### config.mk
export PLATFORM = sky130hd
export DESIGN_NAME = jam_cost_arbiter
export DESIGN_NICKNAME = d
export VERILOG_FILES = /design/src/rtl/jam_pkg.sv /design/src/rtl/jam_rr_pick.sv /design/src/rtl/jam_cost_arbiter.sv
export SDC_FILE = /design/constraint.sdc
export NUM_CORES = 1
export LEC_CHECK = 0
export BUFFER_PORTS_ARGS = -buffer_cell sky130_fd_sc_hd__buf_2
export CAP_MARGIN = 20
export CORE_ASPECT_RATIO = 1.1
export CORE_MARGIN = 4
export CORE_UTILIZATION = 30
export CTS_CLUSTER_DIAMETER = 30
export DETAILED_ROUTE_END_ITERATION = 10
export PLACE_DENSITY = 0.6
export SETUP_SLACK_MARGIN = 0.02
export SLEW_MARGIN = 20
export SYNTH_ARGS = -nofsm -noshare
export SYNTH_HDL_FRONTEND = slang
export SYNTH_SLANG_ARGS = --single-unit
### constraint.sdc
create_clock -name CLK -period 1.5 [get_ports CLK]
set_input_delay 0.3 -clock CLK [delete_from_list [all_inputs] [get_ports CLK]]
set_output_delay 0.3 -clock CLK [all_outputs]
set_load 0.005 [all_outputs]
### src/rtl/jam_pkg.sv
// Shared types and widths for the cost-table arbiter.
package jam_pkg;
    localparam int ADDR_W        = 3;
    localparam int COST_W        = 7;
    localparam int DEF_BURST_LEN = 8;
    localparam int STAT_W        = 16;
    localparam int CNT_W         = 3;

    typedef enum logic [0:0] {
        IDLE  = 1'b0,
        BURST = 1'b1
    } state_t;
endpackage

### src/rtl/jam_rr_pick.sv
// Combinational two-way round-robin picker: on a tie the engine that did not
// own the port last time wins.
module jam_rr_pick (
    input  logic [1:0] req,
    input  logic       last_owner,
    output logic       valid,
    output logic       pick
);
    always_comb begin
        valid = |req;
        if (&req) begin
            pick = ~last_owner;
        end else begin
            pick = req[1];
        end
    end
endmodule

### src/rtl/jam_cost_arbiter.sv
// Burst-ownership arbiter sharing one cost-table port between two engines.
// Optional per-engine completed-burst counters under JAM_ARB_STATS_EN.
module jam_cost_arbiter
    import jam_pkg::*;
#(
    parameter int BURST_LEN = DEF_BURST_LEN
) (
    input  logic              CLK,
    input  logic              RST,
    input  logic [1:0]        req,
    input  logic [ADDR_W-1:0] req0_W,
    input  logic [ADDR_W-1:0] req0_J,
    input  logic [ADDR_W-1:0] req1_W,
    input  logic [ADDR_W-1:0] req1_J,
    output logic [1:0]        gnt,
    output logic [ADDR_W-1:0] W,
    output logic [ADDR_W-1:0] J,
    input  logic [COST_W-1:0] Cost,
    output logic [1:0]        rsp_valid,
    output logic [COST_W-1:0] rsp_cost,
    output logic              rsp_last
`ifdef JAM_ARB_STATS_EN
    ,
    output logic [STAT_W-1:0] burst_cnt0,
    output logic [STAT_W-1:0] burst_cnt1
`endif
);
    localparam logic [CNT_W-1:0] CNT_MAX  = '1;
    localparam logic [CNT_W-1:0] CNT_LAST = CNT_W'(BURST_LEN - 1);

    state_t            state_reg, state_next;
    logic              owner_reg, owner_next;
    logic              last_owner_reg, last_owner_next;
    logic [CNT_W-1:0]  cnt_reg, cnt_next;
    logic [ADDR_W-1:0] w_reg, j_reg;
    logic              s1_valid_reg, s1_owner_reg, s1_last_reg;
    logic [1:0]        rsp_valid_reg;
    logic [COST_W-1:0] rsp_cost_reg;
    logic              rsp_last_reg;

    logic              pick_valid, pick;
    logic              owner_req, accept, burst_done;
    logic [ADDR_W-1:0] req_w [2];
    logic [ADDR_W-1:0] req_j [2];

    generate
        for (genvar gi = 0; gi < 2; gi++) begin : g_addr
            assign req_w[gi] = (gi == 0) ? req0_W : req1_W;
            assign req_j[gi] = (gi == 0) ? req0_J : req1_J;
        end
    endgenerate

    jam_rr_pick u_pick (
        .req        (req),
        .last_owner (last_owner_reg),
        .valid      (pick_valid),
        .pick       (pick)
    );

    assign owner_req  = req[owner_reg];
    assign accept     = |gnt;
    assign burst_done = accept && (cnt_reg == CNT_LAST);

    always_ff @(posedge CLK) begin
        if (RST) begin
            state_reg      <= IDLE;
            owner_reg      <= 1'b0;
            last_owner_reg <= 1'b1;
            cnt_reg        <= '0;
        end else begin
            state_reg      <= state_next;
            owner_reg      <= owner_next;
            last_owner_reg <= last_owner_next;
            cnt_reg        <= cnt_next;
        end
    end

    always_comb begin
        state_next      = state_reg;
        owner_next      = owner_reg;
        last_owner_next = last_owner_reg;
        cnt_next        = cnt_reg;
        case (state_reg)
            IDLE: begin
                if (pick_valid) begin
                    state_next = BURST;
                    owner_next = pick;
                    cnt_next   = '0;
                end
            end
            BURST: begin
                if (!owner_req) begin
                    // Abort: ownership is released and counts as this engine's turn.
                    state_next      = IDLE;
                    last_owner_next = owner_reg;
                end else begin
                    cnt_next = (cnt_reg == CNT_MAX) ? cnt_reg : cnt_reg + 1'b1;
                    if (burst_done) begin
                        state_next      = IDLE;
                        last_owner_next = owner_reg;
                    end
                end
            end
            default: state_next = IDLE;
        endcase
    end

    always_comb begin
        gnt = '0;
        if (state_reg == BURST) begin
            gnt[owner_reg] = req[owner_reg];
        end
    end

    always_ff @(posedge CLK) begin
        if (RST) begin
            w_reg         <= '0;
            j_reg         <= '0;
            s1_valid_reg  <= 1'b0;
            s1_owner_reg  <= 1'b0;
            s1_last_reg   <= 1'b0;
            rsp_valid_reg <= '0;
            rsp_cost_reg  <= '0;
            rsp_last_reg  <= 1'b0;
        end else begin
            if (accept) begin
                w_reg <= req_w[owner_reg];
                j_reg <= req_j[owner_reg];
            end
            s1_valid_reg  <= accept;
            s1_owner_reg  <= owner_reg;
            s1_last_reg   <= burst_done;
            rsp_valid_reg <= s1_valid_reg ? (2'b01 << s1_owner_reg) : 2'b00;
            rsp_last_reg  <= s1_valid_reg & s1_last_reg;
            // Cost is only meaningful one cycle after an accept.
            if (s1_valid_reg) begin
                rsp_cost_reg <= Cost;
            end
        end
    end

    assign W         = w_reg;
    assign J         = j_reg;
    assign rsp_valid = rsp_valid_reg;
    assign rsp_cost  = rsp_cost_reg;
    assign rsp_last  = rsp_last_reg;

`ifdef JAM_ARB_STATS_EN
    logic [STAT_W-1:0] burst_cnt_reg [2];

    generate
        for (genvar gi = 0; gi < 2; gi++) begin : g_stats
            always_ff @(posedge CLK) begin
                if (RST) begin
                    burst_cnt_reg[gi] <= '0;
                end else if (burst_done && (owner_reg == 1'(gi)) &&
                             (burst_cnt_reg[gi] != '1)) begin
                    burst_cnt_reg[gi] <= burst_cnt_reg[gi] + 1'b1;
                end
            end
        end
    endgenerate

    assign burst_cnt0 = burst_cnt_reg[0];
    assign burst_cnt1 = burst_cnt_reg[1];
`endif
endmodule

== Word level (Yosys, flattened, before mapping) ==
Index checks and enable logic that the tools add are counted.
Word-level totals
  flip-flop bits (word level): 25
  input bits: 23
  output and inout bits: 18
  logic and storage cells: 59
Operators by class
  add/sub/neg operators: 1
  magnitude comparators: 3
  equal/unequal tests: 5
  shifts and indexed selects: 1
  muxes and demuxes: 22
  bitwise logic cells: 6
  reduce and logical (&&, ||, !) cells: 9
Operators by type and width (number)
  $mux 3: 9
  $mux 1: 9
  $pmux 3 s2: 1
  $reduce_and 2->1: 3
  $reduce_or 2->1: 3
  $ne 2x1->1 const B: 2
  $ne 2x2->1 const B: 2
  $add 3x1->3 const B: 1
  $eq 3x3->1 const B: 1
  $not 1->1: 3
  $reduce_and 3->1: 1
  $and 2x2->2: 1
  $ge 2x2->1 const B: 1
  $logic_and 1x1->1: 2
  $lt 1x2->1 const B: 1
  $mux 2: 1
  $not 1->2: 1
  $pmux 1 s2: 1
  $shl 1x1->2 const A: 1
  $and 1x1->1: 1
  $demux 1 s1: 1
  $ge 1x1->1 const B: 1

== Logic depth before layout (Yosys ltp) ==
  word-level depth: 11
  depth in mapped cells: 5
  depth with buffers taken out: 5

== Modules after synthesis ==
Synthesis repeated with hierarchy kept, for this count alone.
Unflattened totals
  cell total of the unflattened synthesis: 103
  area, all modules: 1052.3 sq um
By module, submodules not included
  jam_cost_arbiter: instances 1, cells an instance 101, area each 1038.5 sq um, sequential area each 500.5 sq um
  jam_rr_pick: instances 1, cells an instance 2, area each 13.8 sq um, sequential area each 0.0 sq um

== Least setup slack after synthesis ==
OpenSTA, ideal clock, no wires.
  kind: register to register
  from: reg cnt_reg[0]
  to: reg last_owner_reg
  library setup time: 0.122 ns
  arrival: 1.288 ns
  required time: 1.378 ns
  setup slack: 0.090 ns
  cell stages (with the launch flop): 6
  buffers on the path: 0
  period minus slack after synthesis: 1.410 ns
  cells stage by stage: dfxtp_1 > ha_1 > ha_1 > nand2b_1 > a21o_1 > a221o_1
On the way
  cells in the longest elaborated chain, start to end: 4
Ends and longest elaborated chain
  start: declaration: line jam_cost_arbiter.sv:34  | logic [CNT_W-1:0] cnt_reg, cnt_next;
  start signal: assignment: line jam_cost_arbiter.sv:74  | cnt_reg <= cnt_next;
  $eq 3x3->1: line jam_cost_arbiter.sv:62  | assign burst_done = accept && (cnt_reg == CNT_LAST);
  $logic_and 1x1->1: line jam_cost_arbiter.sv:62
  $ne 2x1->1 (no source line)
  $reduce_and 2->1 (no source line)
  end signal: assignment: line jam_cost_arbiter.sv:73  | last_owner_reg <= last_owner_next;
  end: declaration: line jam_cost_arbiter.sv:33  | logic last_owner_reg, last_owner_next;
Every way passes these cells.
A chain may end at the register's enable or synchronous reset.

== Final worst setup path ==
Ends and elaborated chain as after synthesis.

==> impl_metrics.py <==
metrics = {
    "placed_design": {
        "finalWeightedCongestion": 0.740,
        "port_buffers": 40,
        "place_worst_setup_slack_ps": 91.8,
        "dpl.hpwl_um": 1690,
    },
    "final_layout": {
        "drive_above_1_share": 0.443,
        "seq_area_sq_um": 505,
        "final_nets": 166,
        "num_antenna_cells": 0,
        "largest_reg_flops": 7,
        "syn_to_final_growth_pct": 26.2,
        "multi_input_area_sq_um": 509,
        "fillers": 357,
    },
    "setup_path": {
        "critPathMaxFanout": 3,
        "cp-start-kind": "flop",
        "ff2ff_path_depth": 5,
        "timing.rr.start": "cnt_reg[0]",
        "critPathKind": "reg -> reg",
        "worstPathArrival_ps": 1630,
        "cp_slowest_stage_delay_ps": 350,
        "worst_path_dominant_cell_family": "compound AO/OA/AOI/OAI gates",
        "slowest_stage": "dfxtp_2",
        "r2r_slack_ps": 90,
        "critPathCapture": "last_owner_reg",
        "required_ps": 1720,
        "path_cells": "ha_1 -> ha_2 -> nand2b_1 -> a21o_1 -> a221o_1",
        "cp-end-kind": "flop",
        "cp_num_cells": 5,
        "r2r_end": "last_owner_reg",
        "crit_start": "cnt_reg[0]",
        "path_buf_inv": 0,
    },
    "clock_tree": {
        "cts-buffers-inserted": 3,
        "clock_latency_ps": 320,
        "cts_tree": "built",
        "path_clk_slew_ps": 140,
        "cts_sinks": 25,
        "htree_levels": 1,
        "root_buffer": "clkbuf_4",
        "cts.path.max_buffers": 2,
    },
    "yosys": {
        "synth_edf_count": 0,
        "synthArstFlopShare": 0,
        "synth_cell_types": 28,
        "yosysTopAreaCell": "dfxtp_1",
        "synth.top_cells.by_area": "dfxtp_1, mux2i_1, a211oi_2",
        "ys.warnings.count": 0,
        "synth_seq_cells": 25,
        "synth_area_per_cell_sq_um": 10.6,
        "syn-num-nets": 125,
        "seq_area_frac_synth": 0.473,
        "synth_top_area_frac": 0.473,
        "synth_flop_cell": "dfxtp_1",
        "synthCells": 100,
        "syn-cell-area_sq_um": 1060,
    },
    "global_route": {
        "antenna_found_initial": 0,
        "grt_use_met1": 0.107,
        "grtUsageMet2": 0.192,
        "grt_max_degree": 19,
        "grt_util_all_layers": 0.102,
        "use_met3": 0.0273,
        "busiest_layer": "met2",
        "gr-total-overflow": 0,
        "grt_pass1_wl_um": 3770,
        "grt_pass1_vias": 866,
    },
    "detailed_routing": {
        "vias": 843,
        "drc": 0,
        "dr.pass1.iters": 3,
        "drtIter0Drc": 31,
        "wl_um": 2220,
        "ant_nets": 0,
        "viasPerCell": 4.48,
        "wl_per_cell_um": 11.8,
    },
    "pwr": {
        "p_per_area_nw_per_um2": 918,
        "ir_drop_v": 0.000259,
        "p_leak_uw": 0.000597,
    },
    "floorplanning": {
        "die_area_sq_um": 4540,
        "std_cell_rows": 22,
        "die_h_um": 70.3,
        "start_util": 0.315,
        "core_sq_um": 3360,
        "dieWidth_um": 64.6,
        "ios": 41,
    },
    "min_path": {
        "hp-class": "in -> reg",
        "worst_hold_startpoint": "RST",
    },
    "sta": {
        "max_freq_mhz": 708,
        "setup-tns-final_ps": 0,
        "fin_crit_ps": 1410,
        "finClkSkew_ps": 2.44,
        "drv_slew": 0,
        "worst_slew_pin_slew_ps": 462,
        "hold_violations": 0,
        "finalCritPeriodShare": 0.942,
        "fin_ws_ps": 87.2,
        "rsz0062_at_grt": "yes",
        "relSlewSlack": 0.691,
        "finalSetupViolCount": 0,
    },
    "status": {
        "status": "completed",
    },
    "run": {
        "maxCapViolCount": 0,
    },
}
## worst min-delay path by stage
| stage | endpoint | slack, ps | depth (start not counted) |
|---|---|---|---|
| floorplan | rsp_valid[0] | 390 | 1 |
| global placement | rsp_valid[0] | 400 | 1 |
| detailed placement | rsp_valid[0] | 400 | 1 |
| CTS | owner_reg | 180 | 2 |
| global route | owner_reg | 200 | 2 |
| finish | owner_reg | 200 | 2 |
## power breakdown
| group | switching (uW) | leakage, uW | internal [uW] |
|---|---|---|---|
| Clock | 208 | 0.0000183 | 108 |
| Sequential | 29.7 | 0.000205 | 696 |
| Combinational | 87.6 | 0.000374 | 96.5 |
| Total | 325 | 0.000597 | 901 |
## synth_stat cells, types with 2 or more instances
cell type	count
a211oi_2	6
a21oi_1	8
a31o_2	3
and3b_1	2
buf_1	2
buf_2	2
buf_6	2
dfxtp_1	25
ha_1	2
inv_1	2
mux2i_1	14
nand2_1	3
nand2b_1	2
nor2_1	11
nor4b_1	2
o21ai_0	2
## cells by family (layout without fill, tap and decap cells)
family	Yosys count	after routing	synth area share
compound gates	22	22	0.169
fa+ha+maj	2	2	0.0236
buf+inv	9	49	0.0485
flops	25	25	0.473
mux	15	15	0.147
simple gates	27	27	0.139
## layout make-up
class	count	area share
Timing Repair Buffer	43	0.167
Inverter	2	0.00562
Tap cell	48	0.0449
Clock buffer	3	0.0169
Sequential cell	25	0.378
Multi-Input combinational cell	66	0.381
Clock inverter	1	0.00655
## metal layers
metal	vias up	routed length, um	part of all wire
li1	434	-	-
met1	387	914	0.41
met2	20	1170	0.52
met3	2	132	0.059
met4	0	8	0.0036
met5	-	0	0
## metrics by stage
step	cells	instance area, sq um	util	total power, uW	hold WS (ps)
2_1_floorplan	100	1060	-	857	390
3_3_place_gp	184	1300	0.386	921	400
3_5_place_dp	184	1300	0.386	928	404
4_1_cts	188	1330	0.396	1240	184
5_1_grt	188	1340	0.398	1280	205
6_report	188	1340	0.398	1230	198
## placed cells by master, fill, tap and decap left out, drive strengths merged
cell type and instances:
ha 2, mux2i 14, nor4 1, nor4b 2, buf 43, a21oi 8, and2 1, mux2 1
nor3b 1, nor2 11, clkbuf 3, and3b 2, nand2b 2, o21ai 2, a21o 1, nor3 1
o21ba 1, dfxtp 25, and3 1, nor2b 1, a211oi 6, nand3b 1, inv 3, a31o 3
a221o 1, nand2 3
## repair_timing
item                       in CTS  in global routing
setup endpoints to repair       2                  2
hold buffers                    0                  0
buffers inserted                0                  0
resized for setup               1                  3
(Power assumes the default switching activity.)
